`src/rtl/sdram_if_pkg.sv`:
```
// -----------------------------------------------------------------------------
// sdram_if_pkg
// Shared definitions for the SDRAM slave model: bus widths, the data value
// returned for out-of-range reads, command decode and byte-lane merge helpers.
// -----------------------------------------------------------------------------
package sdram_if_pkg;

  localparam int SDRAM_ADDR_W = 25;
  localparam int SDRAM_DATA_W = 16;
  localparam logic [SDRAM_DATA_W-1:0] OOR_READ_DATA = 16'hDEAD;

  // Decoded bus command for one cycle.
  typedef enum logic [1:0] {
    CMD_NONE  = 2'd0,
    CMD_READ  = 2'd1,
    CMD_WRITE = 2'd2,
    CMD_BAD   = 2'd3
  } cmd_e;

  // One slot of the read return pipeline.
  typedef struct packed {
    logic                    valid;
    logic [SDRAM_DATA_W-1:0] data;
  } rd_slot_t;

  // Both strobes low with chipselect is a protocol violation, not a command.
  function automatic cmd_e decode_cmd(input logic cs, input logic rd_n, input logic wr_n);
    cmd_e cmd;
    case ({cs, rd_n, wr_n})
      3'b101:  cmd = CMD_READ;
      3'b110:  cmd = CMD_WRITE;
      3'b100:  cmd = CMD_BAD;
      default: cmd = CMD_NONE;
    endcase
    return cmd;
  endfunction

  // Active-low lane enables: a 0 bit takes the new byte, a 1 bit keeps the old one.
  function automatic logic [SDRAM_DATA_W-1:0] merge_bytes(
    input logic [SDRAM_DATA_W-1:0] old_word,
    input logic [SDRAM_DATA_W-1:0] new_word,
    input logic [1:0]              be_n
  );
    logic [SDRAM_DATA_W-1:0] res;
    res[7:0]  = be_n[0] ? old_word[7:0]  : new_word[7:0];
    res[15:8] = be_n[1] ? old_word[15:8] : new_word[15:8];
    return res;
  endfunction

endpackage

```
`src/rtl/rd_latency_pipe.sv`:
```
// -----------------------------------------------------------------------------
// rd_latency_pipe
// DEPTH-stage shift register of {valid, data} carrying read returns from the
// acceptance cycle to the bus. A slot's data only moves when its valid moves,
// so the output data holds the last returned word between returns.
// Ports:
//   clk, rst_n  : clock, asynchronous active-low reset (clears every slot)
//   i_valid     : a read was accepted this cycle
//   i_data      : word sampled for that read
//   o_valid     : return strobe, DEPTH cycles after i_valid
//   o_data      : returned word (held while o_valid=0)
// -----------------------------------------------------------------------------
module rd_latency_pipe
  import sdram_if_pkg::*;
#(
  parameter int DEPTH = 3
) (
  input  logic                    clk,
  input  logic                    rst_n,
  input  logic                    i_valid,
  input  logic [SDRAM_DATA_W-1:0] i_data,
  output logic                    o_valid,
  output logic [SDRAM_DATA_W-1:0] o_data
);

  rd_slot_t r_pipe [DEPTH];

  // Shift the return slots one stage per cycle.
  always_ff @(posedge clk or negedge rst_n) begin
    if (!rst_n) begin
      for (int i = 0; i < DEPTH; i++) begin
        r_pipe[i] <= '0;
      end
    end else begin
      r_pipe[0].valid <= i_valid;
      if (i_valid) begin
        r_pipe[0].data <= i_data;
      end
      for (int i = 1; i < DEPTH; i++) begin
        r_pipe[i].valid <= r_pipe[i-1].valid;
        if (r_pipe[i-1].valid) begin
          r_pipe[i].data <= r_pipe[i-1].data;
        end
      end
    end
  end

  assign o_valid = r_pipe[DEPTH-1].valid;
  assign o_data  = r_pipe[DEPTH-1].data;

endmodule

```
`config.mk`:
```
export PLATFORM = sky130hd
export DESIGN_NAME = rd_latency_pipe
export DESIGN_NICKNAME = d
export VERILOG_FILES = /design/src/rtl/sdram_if_pkg.sv /design/src/rtl/rd_latency_pipe.sv
export SDC_FILE = /design/constraint.sdc
export NUM_CORES = 1
export LEC_CHECK = 0
export ABC_AREA = 1
export CORE_ASPECT_RATIO = 1.2
export CORE_MARGIN = 5
export CORE_UTILIZATION = 51
export DETAILED_ROUTE_END_ITERATION = 7
export PLACE_DENSITY = 0.77
export SLEW_MARGIN = 0
export SYNTH_ARGS = -nofsm -noshare
export SYNTH_HDL_FRONTEND = slang
export SYNTH_SLANG_ARGS = --single-unit
export TNS_END_PERCENT = 100
```
`constraint.sdc`:
```
create_clock -name clk -period 1.1 [get_ports clk]
set_input_delay 0.11 -clock clk [delete_from_list [all_inputs] [get_ports clk]]
set_output_delay 0.11 -clock clk [all_outputs]
set_load 0.05 [all_outputs]
```
==> impl_metrics.tcl, run 1 <==
set metrics [dict create \
    instances_no_fill 301 \
    htree_levels 2 \
    ir_drop_uv 965 \
    rsz0062_at_grt "no" \
    cp-start-kind "register" \
    num_vias 1348 \
    synth_area_sq_um 2060 \
    met2_usage_pct 22.1 \
    cp_slowest_cell "dfrtp_1" \
    gp_congestion 0.710 \
    powerDensity_nw_per_um2 1690 \
    cts.sinks 51 \
    areaGrowthSynthToFinish_pct 25.8 \
    post-route-drc-count 0 \
    worst_pin_slew_ps 387 \
    cp_top_family "flip-flops" \
    numCtsBuffers 5 \
    grt_pass1_vias 1287 \
    drive_gt1_share_pct 13.4 \
    synth_top_area_share_pct 61.8 \
    fillers 322 \
    fin_crit_ps 1000 \
    ys_seq_area_share_pct 61.8 \
    synthTopCellsByCount "nand2_1 (144), dfrtp_1 (51), buf_4 (16), buf_6 (9), inv_6 (3)" \
    hold_class "primary input to asynchronous set/reset pin" \
    ys.flop_type "dfrtp_1" \
    worst_slack_ps 97.0 \
    overflow 0 \
    path_depth 1 \
    dp_hpwl_mm 2.38 \
    post_drt_wl_per_cell_microns 10.5 \
    fp-row-count 25 \
    p_sw_share_pct 27.4 \
    busiest_layer "met2" \
    grt_max_degree 36 \
    ys.warnings.count 0 \
    crit_end "o_data[12]" \
    initial_core_util_pct 52.4 \
    drt-initial-drc-count 57 \
    r2r_start "r_pipe[50]" \
    cp-end-kind "primary output" \
    num_io_pins 36 \
    core_sq_um 3940 \
    reg2reg_setup_slack_ps 240 \
    die-area_sq_um 5430 \
    place_ws_ps -53.8 \
    async_flop_share_pct 100 \
    grt_first_pass_wirelength_mm 5.71 \
    yosysTopAreaCell "dfrtp_1" \
    grtUsageMet1_pct 17.7 \
    grt_use_total_pct 13.9 \
    startpoint "o_data[12]" \
    synth_nets 242 \
    crit_arrival_ps 890 \
    clk_pin_slew_worst_paths_ps 80 \
    cp_max_fo 2 \
    vias_per_cell 4.48 \
    period_share_pct 91.2 \
    leakage_nw 1.37 \
    cts_tree "built" \
    worst_r2r_endpoint "r_pipe[28]" \
    antenna_cells 0 \
    syn_area_per_cell_sq_um 9.26 \
    outcome "complete, no violations" \
    p_comb_share_pct 21.5 \
    synth_area_leaders "dfrtp_1 (62%), nand2_1 (26%), buf_4 (5.8%)" \
    cts_root_buf "clkbuf_8" \
    placed_cells 293 \
    synth-edff-count 0 \
    fmax_mhz 997 \
    r2r_cells 3 \
    portBuffers 35 \
    die_y_microns 79.7 \
    hold_violations 0 \
    syn_inst 223 \
    synthMostInstantiatedCell "nand2_1" \
    clkPwrFrac_pct 27.9 \
    finClkSkew_ps 4.66 \
    p_int_w 0.00318 \
    setup_viol 0 \
    p_seq_share_pct 50.6 \
    firstDrtPassIters 4 \
    ant_nets 0 \
    cp_num_buf_inv 1 \
    path_cells "buf_12" \
    finalPower_w 0.00438 \
    worstPathRequired_ps 990 \
    final-max-slew-violation-count 0 \
    critPathKind "register to primary output" \
    cts_max_path_buffers 2 \
    switchingPower_w 0.00120 \
    die_w_microns 68.1 \
    clk_latency_ps 300 \
    drv_cap 0 \
    ys_ff_latch 51 \
    grtUsageMet3_pct 3.38 \
    antenna_found_initial 0 \
    netlist-cell-type-count 5 \
    maxSlewHeadroom_pct 74.2 \
    critPathMaxStageDelay_ps 430 \
    final_nets 266 \
    drt_wl_total_mm 3.17 \
]
[registers in the layout (all words and copies together) (netlist names)]
signal	count
o_data	16
o_valid	1
r_pipe	34
[final cells by class]
| class | instances | area [sq um] | area share, % |
|---|---|---|---|
| clock buffer | 6 | 72.6 | 2.80 |
| multi-input combinational | 144 | 541 | 20.8 |
| sequential | 51 | 1280 | 49.2 |
| timing repair buffer | 42 | 583 | 22.5 |
| clock inverter | 1 | 30.0 | 1.16 |
| inverter | 3 | 26.3 | 1.01 |
| tap | 54 | 67.6 | 2.60 |
[how the worst min path moves through the flow]
stage / end / cells after the start
3_5_place_dp: r_pipe[36] / 1
6_report: r_pipe[48] / 2
3_3_place_gp: r_pipe[36] / 1
4_1_cts: r_pipe[48] / 2
2_1_floorplan: o_data[0] / 0
5_1_grt: r_pipe[46] / 2
[cell families after synthesis]
logic type             synth area share [%]
AND/OR/NAND/NOR                        26.2
flip-flops                             61.8
buffers and inverters                  12.0
[power by group through the flow]
stage,Sequential (W),Combinational [W],Clock [W]
final,0.00222,0.000943,0.00122
after global routing,0.00225,0.00101,0.00132
after CTS,0.00222,0.000958,0.00126
after detailed placement,0.00226,0.000953,0
after global placement,0.00225,0.000933,0
after floorplan,0.00219,0.000622,0
[cell usage in the layout, fill, tap and decap left out]
cell and count:
buf_4 5, clkbuf_1 1, clkdlybuf4s50_1 17, dfrtp_1 51, buf_2 1, dlygate4sd3_1 1
clkbuf_8 5, buf_12 18, bufinv_16 1, inv_6 3, nand2_1 144
[through the flow]
step | util [%] | area (sq um) | hold slack [ps] | setup TNS (ps)
after global routing | 65.9 | 2600 | 307 | 0
after CTS | 65.9 | 2600 | 255 | 0
after global placement | 63.0 | 2480 | 44.9 | -307
final | 65.9 | 2600 | 266 | 0
after detailed placement | 63.0 | 2480 | 48.3 | -578
after floorplan | - | 2060 | -186 | 0
[timing repair]
item / 4_1_cts / 5_1_grt
setup buffers: 0 / 0
gates resized for setup: 0 / 0
hold buffers: 1 / 0
endpoints found under the hold margin: 16 / 0
[routing by layer]
metal  routed length (microns)  part of all wire (%)
met1                      1350                    43
met2                      1580                    50
met3                       172                   5.4
met4                        69                   2.2
met5                         0                     0
Power figures use the tool's default switching activity.
==> run 2: changes to the inputs <==
Settings changed: SLEW_MARGIN 0 to 5.
==> results of run 2 <==
Same layout as run 1: the final DEF is identical, and so are final timing and power.
==> run 3: changes to the inputs <==
Settings changed: ABC_AREA 1 to 0, CORE_UTILIZATION 51 to 52, PLACE_DENSITY 0.77 to 0.78, REMOVE_ABC_BUFFERS set to 1.
==> impl_metrics.tcl, run 3 <==
set metrics [dict create \
    outcome "complete, no violations" \
    fin_crit_ps 1030 \
    setup_viol 0 \
    ir_drop_uv 1210 \
    die-area_sq_um 5510 \
    cp_slowest_cell "dfrtp_1" \
    whs_ps 321 \
    crit_arrival_ps 1210 \
    layout_commonest_cell "dfrtp_1" \
    overflow 0 \
    cp_top_family "flip-flops" \
    syn_area_per_cell_sq_um 17.7 \
    worstPathRequired_ps 1280 \
    reg2reg_setup_slack_ps 70 \
    yosysTopAreaCell "dfrtp_1" \
    ys_seq_area_share_pct 59.5 \
    dp_hpwl_mm 2.47 \
    ys.warnings.count 0 \
    grt_pass1_vias 1159 \
    core_sq_um 3970 \
    layout_common_cells "dfrtp_1 (51), mux2_4 (30), buf_12 (20)" \
    synth_area_leaders "dfrtp_1 (60%), mux2_4 (21%), mux2_2 (9.5%)" \
    synth_area_sq_um 2140 \
    htree_levels 2 \
    vias_per_cell 4.91 \
    top_register "r_pipe" \
    antenna_cells 0 \
    gp_congestion 0.621 \
    synth_top_area_share_pct 59.5 \
    hold_violations 0 \
    grt_use_total_pct 14.4 \
    die_w_microns 68.6 \
    fmax_mhz 970 \
    numCtsBuffers 5 \
    antenna_found_initial 0 \
    post_drt_wl_per_cell_microns 16.7 \
    clk_pin_slew_worst_paths_ps 90 \
    netlist-cell-type-count 6 \
    leakage_nw 1.26 \
    largest_reg_flops 34 \
    critPathMaxStageDelay_ps 400 \
    num_vias 1001 \
    drive_gt1_share_pct 54.0 \
    drt-initial-drc-count 18 \
    synthTopCellsByCount "dfrtp_1 (51), mux2_4 (30), mux2_2 (18), buf_4 (16)" \
    critPathKind "register to register" \
    fp-row-count 25 \
    rsz0062_at_grt "no" \
    cts.sinks 51 \
    post-route-drc-count 0 \
    period_share_pct 93.7 \
    drt_wl_total_mm 3.41 \
    areaGrowthSynthToFinish_pct 28.3 \
    async_flop_share_pct 100 \
    cts_root_buf "clkbuf_8" \
    finClkSkew_ps 10.7 \
    cts_max_path_buffers 2 \
    post_cts_buffers 0 \
    clk_latency_ps 300 \
    regArea_sq_um 1280 \
    powerDensity_nw_per_um2 1940 \
    ys_ff_latch 51 \
    maxSlewHeadroom_pct 82.8 \
    cp-end-kind "register" \
    synthMostInstantiatedCell "dfrtp_1" \
    fillers 271 \
    num_io_pins 36 \
    worst_pin_slew_ps 258 \
    cp_num_buf_inv 1 \
    final-max-slew-violation-count 0 \
    drv_cap 0 \
    portBuffers 35 \
    ys.flop_type "dfrtp_1" \
    final_nets 168 \
    die_y_microns 80.3 \
    ant_nets 0 \
    grt_max_degree 52 \
    initial_core_util_pct 54.0 \
    cp_max_fo 12 \
    fin_util_pct 69.2 \
    path_cells "buf_12 -> mux2_2" \
    firstDrtPassIters 2 \
    syn_inst 121 \
    grt_first_pass_wirelength_mm 5.73 \
    cts_tree "built" \
    hold_class "primary input to asynchronous set/reset pin" \
    synth-edff-count 0 \
    multi_input_area_sq_um 653 \
    cp-start-kind "register" \
]
-- run 3: cell count changes after synthesis, sizes merged --
cell	delta
mux2	+48
inv	-3
nand2	-144
buf	-3
-- run 3: cell type report --
class / instances / area share [%]
sequential: 51 / 46.4
multi-input combinational: 48 / 23.8
timing repair buffer: 43 / 22.4
clock buffer: 5 / 2.50
clock inverter: 3 / 2.46
tap: 54 / 2.46
-- run 3: path summary, 6_finish.rpt --
path | from | to | cells after the start
max | r_pipe[33] | o_data[2] | 2
min | rst_n | r_pipe[39] | 3
max reg2reg | r_pipe[33] | o_data[2] | 2
min reg2reg | r_pipe[21] | r_pipe[21] | 1
max in group asynchronous | rst_n | o_data[12] | 3
min in group clk | i_data[14] | r_pipe[48] | 2
-- run 3: timing repair --
action | 4_1_cts | 5_1_grt
hold buffers | 1 | 0
gates resized for setup | 0 | 0
endpoints found under the hold margin | 51 | 0
-- run 3: routing by layer --
| metal | GRT usage (%) | routed length (microns) | up-vias |
|---|---|---|---|
| met2 | 24.5 | 1890 | 19 |
| met5 | 0 | 0 | - |
| met1 | 16.5 | 1340 | 528 |
| li1 | - | - | 448 |
| met4 | 7.16 | 72 | 0 |
| met3 | 3.36 | 117 | 6 |
-- run 3: cell families (layout without fill, tap and decap cells) --
family / count (synthesis) / in the layout / synth area share, %
buffers and inverters: 22 / 51 / 9.98
multiplexers: 48 / 48 / 30.5
flip-flops: 51 / 51 / 59.5
-- run 3: where the power goes --
group / internal, W / leakage (nW) / switching (W)
registers: 0.00214 / 0.598 / 0.000223
clock network: 0.000906 / 0.0644 / 0.000587
logic: 0.000844 / 0.598 / 0.000638
total: 0.00389 / 1.26 / 0.00145
-- run 3: stage by stage --
step / power (W) / TNS [ps] / worst slack, ps / cells / area, sq um
finish: 0.00534 / 0 / 69.4 / 204 / 2750
global route: 0.00556 / 0 / 34.9 / 204 / 2750
CTS: 0.00541 / 0 / 62.5 / 204 / 2750
detailed placement: 0.00390 / -2490 / -188 / 195 / 2600
global placement: 0.00385 / -2260 / -161 / 195 / 2600
floorplan: 0.00309 / -4140 / -162 / 99 / 1930
-- run 3: worst reg2reg max path, stage by stage (launching register included) --
cell and delay, ps:
dfrtp_1 400, buf_12 170, mux2_2 340
